==> src/rtl/i2c_sda_pkg.sv <==
// i2c_sda_pkg
//   Shared types and widths for the I2C slave SDA output path.
//   sda_mode_t  : drive request from the slave controller FSM
//   sda_state_t : state of the SDA update sequencer
//   SDA_MODE_W / HOLD_CNT_W are also used by the slave controller.
package i2c_sda_pkg;

    localparam int SDA_MODE_W = 2;
    localparam int HOLD_CNT_W = 8;   // holds HOLD_CYCLES-1 for HOLD_CYCLES up to 255

    typedef enum logic [SDA_MODE_W-1:0] {
        SDA_IDLE = 2'b00,
        SDA_ACK  = 2'b01,
        SDA_NACK = 2'b10,
        SDA_TX   = 2'b11
    } sda_mode_t;

    typedef enum logic [1:0] {
        S_IDLE,
        S_HOLD,
        S_UPDATE
    } sda_state_t;

    // Counter preload for a given hold time; zero hold never uses the timer.
    function automatic logic [HOLD_CNT_W-1:0] hold_reload(input int hold);
        if (hold <= 0)
            return '0;
        return HOLD_CNT_W'(hold - 1);
    endfunction

endpackage

==> src/rtl/sda_hold_timer.sv <==
// sda_hold_timer
//   Loadable down-counter timing the gap between an SCL falling edge and
//   the SDA update. A reload strobe restarts the count; decrement stops at 0.
//   clk        : system clock
//   rst        : synchronous active-high reset (count -> 0)
//   reload     : load reload_val (wins over dec)
//   dec        : decrement by one when non-zero
//   reload_val : value loaded on reload
//   zero       : count is zero
module sda_hold_timer
    import i2c_sda_pkg::*;
#(
    parameter int W = HOLD_CNT_W
) (
    input  logic         clk,
    input  logic         rst,
    input  logic         reload,
    input  logic         dec,
    input  logic [W-1:0] reload_val,
    output logic         zero
);

    logic [W-1:0] count;

    always_ff @(posedge clk) begin
        if (rst)
            count <= '0;
        else if (reload)
            count <= reload_val;
        else if (dec && !zero)
            count <= count - W'(1);
    end

    assign zero = (count == '0);

endmodule

==> src/rtl/sda_sequencer.sv <==
// sda_sequencer
//   I2C slave SDA output driver. Serialises a DATA_WIDTH-bit word or drives
//   ACK / NACK / IDLE levels, changing SDA only HOLD_CYCLES clocks after each
//   SCL falling edge (sda_out moves HOLD_CYCLES+2 cycles after the strobe).
//   Optional feature macro: SDA_ARB_CHECK_EN (arbitration-loss detection).
//   Ports:
//     clk, rst  : clock, synchronous active-high reset
//     sda_mode  : 00 IDLE, 01 ACK, 10 NACK, 11 TX
//     scl_fall  : SCL falling-edge strobe
//     load      : capture tx_data (ignored while busy)
//     tx_data   : word to transmit
//     sda_in    : sampled bus level          (SDA_ARB_CHECK_EN only)
//     scl_rise  : SCL rising-edge strobe     (SDA_ARB_CHECK_EN only)
//     arb_lost  : sticky arbitration lost    (SDA_ARB_CHECK_EN only)
//     sda_out   : SDA drive level, 1 = release
//     busy      : word loaded and not fully shifted
//     tx_done   : one-cycle pulse when a word completes
module sda_sequencer
    import i2c_sda_pkg::*;
#(
    parameter int DATA_WIDTH  = 8,
    parameter int HOLD_CYCLES = 2,
    parameter bit MSB_FIRST   = 1'b1
) (
    input  logic                  clk,
    input  logic                  rst,
    input  logic [SDA_MODE_W-1:0] sda_mode,
    input  logic                  scl_fall,
    input  logic                  load,
    input  logic [DATA_WIDTH-1:0] tx_data,
`ifdef SDA_ARB_CHECK_EN
    input  logic                  sda_in,
    input  logic                  scl_rise,
    output logic                  arb_lost,
`endif
    output logic                  sda_out,
    output logic                  busy,
    output logic                  tx_done
);

    localparam int CNT_W = $clog2(DATA_WIDTH + 1);
    localparam logic [HOLD_CNT_W-1:0] HOLD_RELOAD = hold_reload(HOLD_CYCLES);

    sda_state_t            state, state_nxt;
    sda_mode_t             mode;
    logic                  hold_load, hold_dec, hold_zero, do_update;
    logic [DATA_WIDTH-1:0] shreg, shreg_shifted;
    logic [CNT_W-1:0]      bit_cnt;
    logic                  next_bit, load_ok;

    assign mode    = sda_mode_t'(sda_mode);
    assign load_ok = load && !busy;

    assign next_bit      = MSB_FIRST ? shreg[DATA_WIDTH-1] : shreg[0];
    assign shreg_shifted = MSB_FIRST ? (shreg << 1) : (shreg >> 1);

    sda_hold_timer #(.W(HOLD_CNT_W)) u_hold (
        .clk        (clk),
        .rst        (rst),
        .reload     (hold_load),
        .dec        (hold_dec),
        .reload_val (HOLD_RELOAD),
        .zero       (hold_zero)
    );

    always_ff @(posedge clk) begin
        if (rst)
            state <= S_IDLE;
        else
            state <= state_nxt;
    end

    // A strobe seen in S_UPDATE starts a fresh hold just like in S_IDLE;
    // a strobe in S_HOLD only restarts the wait, so at most one update results.
    always_comb begin
        state_nxt = state;
        hold_load = 1'b0;
        hold_dec  = 1'b0;
        do_update = 1'b0;
        case (state)
            S_IDLE, S_UPDATE: begin
                do_update = (state == S_UPDATE);
                state_nxt = S_IDLE;
                if (scl_fall) begin
                    if (HOLD_CYCLES == 0) begin
                        state_nxt = S_UPDATE;
                    end else begin
                        hold_load = 1'b1;
                        state_nxt = S_HOLD;
                    end
                end
            end
            S_HOLD: begin
                if (scl_fall)
                    hold_load = 1'b1;
                else if (hold_zero)
                    state_nxt = S_UPDATE;
                else
                    hold_dec = 1'b1;
            end
            default: state_nxt = S_IDLE;
        endcase
    end

    always_ff @(posedge clk) begin
        if (rst) begin
            sda_out  <= 1'b1;
            busy     <= 1'b0;
            tx_done  <= 1'b0;
            shreg    <= '0;
            bit_cnt  <= '0;
`ifdef SDA_ARB_CHECK_EN
            arb_lost <= 1'b0;
`endif
        end else begin
            tx_done <= 1'b0;

            // The update acts on the state before any same-cycle load.
            if (do_update) begin
                case (mode)
                    SDA_ACK: sda_out <= 1'b0;
                    SDA_TX: begin
                        if (bit_cnt != '0) begin
                            sda_out <= next_bit;
                            shreg   <= shreg_shifted;
                            bit_cnt <= bit_cnt - CNT_W'(1);
                        end else begin
                            sda_out <= 1'b1;
                            if (busy) begin
                                tx_done <= 1'b1;
                                busy    <= 1'b0;
                            end
                        end
                    end
                    default: sda_out <= 1'b1;
                endcase
            end

            if (load_ok) begin
                shreg   <= tx_data;
                bit_cnt <= CNT_W'(DATA_WIDTH);
                busy    <= 1'b1;
`ifdef SDA_ARB_CHECK_EN
                arb_lost <= 1'b0;
`endif
            end

`ifdef SDA_ARB_CHECK_EN
            // We released the line but someone else holds it low: back off.
            // load_ok needs busy=0 and this needs busy=1, so they never collide.
            if (scl_rise && busy && mode == SDA_TX && sda_out && !sda_in) begin
                arb_lost <= 1'b1;
                busy     <= 1'b0;
                bit_cnt  <= '0;
                sda_out  <= 1'b1;
                tx_done  <= 1'b0;
            end
`endif
        end
    end

endmodule
==> config.mk <==
export PLATFORM = sky130hd
export DESIGN_NAME = sda_sequencer
export DESIGN_NICKNAME = d
export VERILOG_FILES = /design/src/rtl/i2c_sda_pkg.sv /design/src/rtl/sda_hold_timer.sv /design/src/rtl/sda_sequencer.sv
export SDC_FILE = /design/constraint.sdc
export NUM_CORES = 1
export LEC_CHECK = 0
export ABC_AREA = 1
export BUFFER_PORTS_ARGS = -buffer_cell sky130_fd_sc_hd__buf_2
export CAP_MARGIN = 15
export CELL_PAD_IN_SITES_DETAIL_PLACEMENT = 1
export CELL_PAD_IN_SITES_GLOBAL_PLACEMENT = 2
export CORE_MARGIN = 5
export CORE_UTILIZATION = 33
export CTS_BUF_LIST = sky130_fd_sc_hd__clkbuf_16
export DETAILED_ROUTE_END_ITERATION = 6
export PLACE_DENSITY_LB_ADDON = 0.2
export SLEW_MARGIN = 20
export SYNTH_ARGS = -nofsm -noshare
export SYNTH_HDL_FRONTEND = slang
export SYNTH_SLANG_ARGS = --single-unit
==> constraint.sdc <==
create_clock -name clk -period 4 [get_ports clk]
set_input_delay 0.4 -clock clk [delete_from_list [all_inputs] [get_ports clk]]
set_output_delay 0.4 -clock clk [all_outputs]
set_load 0.05 [all_outputs]
==> metrics.yaml <==
min_path:
  hold_depth: 3
  hp-class: "in -> reg"
grt:
  grt_pass1_vias: 1206
  antenna_found_initial: 0
  grt_remaining_overflow: 0
  grt_pass1_wl_um: 5280
  track_usage_pct: 12.7
  grt_max_degree: 16
setup_path:
  critPathRequiredTime_ps: 4190
  path_buf_inv: 2
  critical_path.cell_chain: "inv_1, ha_1, nand2_1, nand2_1, nand2_1, inv_1, nand2_1, a21oi_1"
  max_stage_delay_ps: 350
  cp-end-kind: "flip-flop"
  r2r_cells: 8
  crit_family: "simple AND/OR/NAND/NOR gates"
  crit_fanout: 12
  critPathArrivalTime_ps: 1850
  worst_setup_path_start_kind: "flip-flop"
  path_class: "reg -> reg"
  crit_top_cell: "nand2_1"
  crit_slowest_cell: "nand2_1"
  crit_cells: 8
cts:
  ctsHoldBuffers: 0
  clock_sinks: 25
  htreeDepth: 1
  cts_tree: "yes"
  cts-root-buf: "clkbuf_16"
  cts_setup_buffers: 0
  cts_buffers: 3
  clk_path_buf_depth: 2
  ctsResizeCount: 0
  clock_latency_ps: 260
  clkSlewWorstSetupHoldPaths_ps: 60
logic_synthesis:
  ys_seq_elements: 25
  synth_edf_count: 0
  synth_async_sr_flop_share_pct: 0
  synthesis.nets: 194
  syn_inst: 177
  synthFlopType: "dfxtp_1"
  yosysUniqueCellTypes: 24
  yosys_warnings: 0
  synth_area_per_cell_um2: 7.00
  synth_area_um2: 1240
  seq_area_frac_synth_pct: 40.4
sta:
  report.final.slew_viol_count: 0
  setup_viol: 0
  worstMarginPinSlew_ps: 440
  holdWs_ps: 392
  rsz0062_at_grt: "no"
  fin_setup_tns_ps: 0
  setup_slack_ps: 2340
  fmax_mhz: 603
  slew_headroom_pct: 70.6
  hold_viol: 0
  worst_clock_skew_ps: 2.54
  fin_crit_ps: 1660
  period_share_pct: 41.4
floorplanning:
  rows: 22
  die_h_um: 71.3
  die_x_um: 71.3
  io_pins: 17
  dieArea_um2: 5080
  coreArea_um2: 3660
  initial_core_util_pct: 33.8
place:
  dp_hpwl_um: 2300
  place.gp.congestion: 0.758
  place_ws_ps: 2330
  portBuffers: 16
power:
  power_mw: 0.560
  powerDensity_nw_per_um2: 392
  p_leak_nw: 0.601
  ir_worst_vdd_mv: 0.194
final_layout:
  layout.nets: 211
  n_antenna_cell: 0
  area_growth_pct: 15.3
  drive_gt1_share_pct: 15.0
  final_util_pct: 39.0
routing:
  top_layer: "met4"
  initialDrtViolationCount: 58
  drc: 0
  ant_nets: 0
  wl_met1_um: 1280
  dr_wl_met2_um: 1570
  wire_per_inst_um: 12.4
  routed_wl_um: 2980
  firstDrtPassIters: 4
  avgViaCountPerCell: 4.77
  vias: 1149
  dr_wl_met3_um: 85
run_status:
  status: "finished, final reports clean"
flow_run:
  cap_violations: 0
## worst paths after layout
| path | endpoint | slack (ps) | startpoint |
|---|---|---|---|
| min | shreg[0]$_SDFFE_PP0P_ | 390 | tx_data[0] |
| max reg2reg | shreg[7]$_SDFFE_PP0P_ | 2340 | bit_cnt[0]$_SDFFE_PP0P_ |
| max | shreg[7]$_SDFFE_PP0P_ | 2340 | bit_cnt[0]$_SDFFE_PP0P_ |
| min reg2reg | shreg[3]$_SDFFE_PP0P_ | 460 | shreg[3]$_SDFFE_PP0P_ |
## state kept, by name (all words and copies together) (netlist names)
register	flops
shreg	8
bit_cnt	4
busy	1
u_hold.count	8
sda_out	1
tx_done	1
state	2
## metrics by stage
step / cell area (um2) / std cells
6_report: 1430 / 241
3_3_place_gp: 1350 / 237
4_1_cts: 1430 / 241
5_1_grt: 1430 / 241
2_1_floorplan: 1240 / 177
3_5_place_dp: 1350 / 237
## Yosys cell counts, types with 3 or more instances
cell type,instances,share of area [%]
inv_1,17,5.2
ha_1,3,3.0
nor2_1,14,4.2
o21ai_0,5,2.0
nand3_1,5,2.0
xnor2_1,3,2.1
o21a_1,7,4.2
nor2_2,5,2.5
nand2_1,59,18
dfxtp_1,25,40
a21oi_1,17,6.9
## where the power goes
group | internal, mW | switching [mW]
Sequential | 0.259 | 0.00611
Combinational | 0.0264 | 0.0457
Clock | 0.135 | 0.0875
## cell type report
cell class / count / area (um2)
Clock buffer: 3 / 75.1
Multi-Input combinational cell: 129 / 636
Sequential cell: 25 / 500
Inverter: 19 / 71.3
Timing Repair Buffer: 16 / 80.1
Clock inverter: 1 / 5.00
Fill cell: 481 / 2230
Tap cell: 48 / 60.1
## worst reg2reg max path: cells and delay by family (launching register included)
kind / cells / cell delay [ps]
flops: 1 / 310
compound gates: 1 / 140
buf+inv: 2 / 320
simple gates: 4 / 620
fa+ha+maj: 1 / 180
## cells by family (layout without fill, tap and decap cells)
logic type / count (synthesis) / in the layout / synth area share, %
buffers and inverters: 23 / 39 / 8.28
AND/OR/NAND/NOR: 92 / 92 / 31.7
AO/OA/AOI/OAI: 30 / 30 / 13.7
flip-flops: 25 / 25 / 40.4
XOR/XNOR: 4 / 4 / 2.83
adder cells (fa/ha/maj): 3 / 3 / 3.03
## per-layer routing
layer / track usage, % / vias up
li1: - / 596
met1: 14.4 / 534
met2: 23.4 / 13
met3: 3.09 / 6
met4: 3.76 / 0
met5: 0 / -
## cell usage in the layout, fill, tap and decap left out, types with 2 or more instances in the layout
cell type | netlist | final
nand2_1 | 59 | 59
o21a_1 | 7 | 7
nand3_1 | 5 | 5
ha_1 | 3 | 3
inv_1 | 17 | 17
buf_2 | 1 | 16
a21oi_1 | 17 | 17
nor3_1 | 2 | 2
nor2_1 | 14 | 14
nor2_2 | 5 | 5
xnor2_1 | 3 | 3
dfxtp_1 | 25 | 25
inv_2 | 2 | 2
clkbuf_16 | 0 | 3
nand4_1 | 2 | 2
o21ai_0 | 5 | 5
No activity file was read; power rests on OpenSTA's default activity.
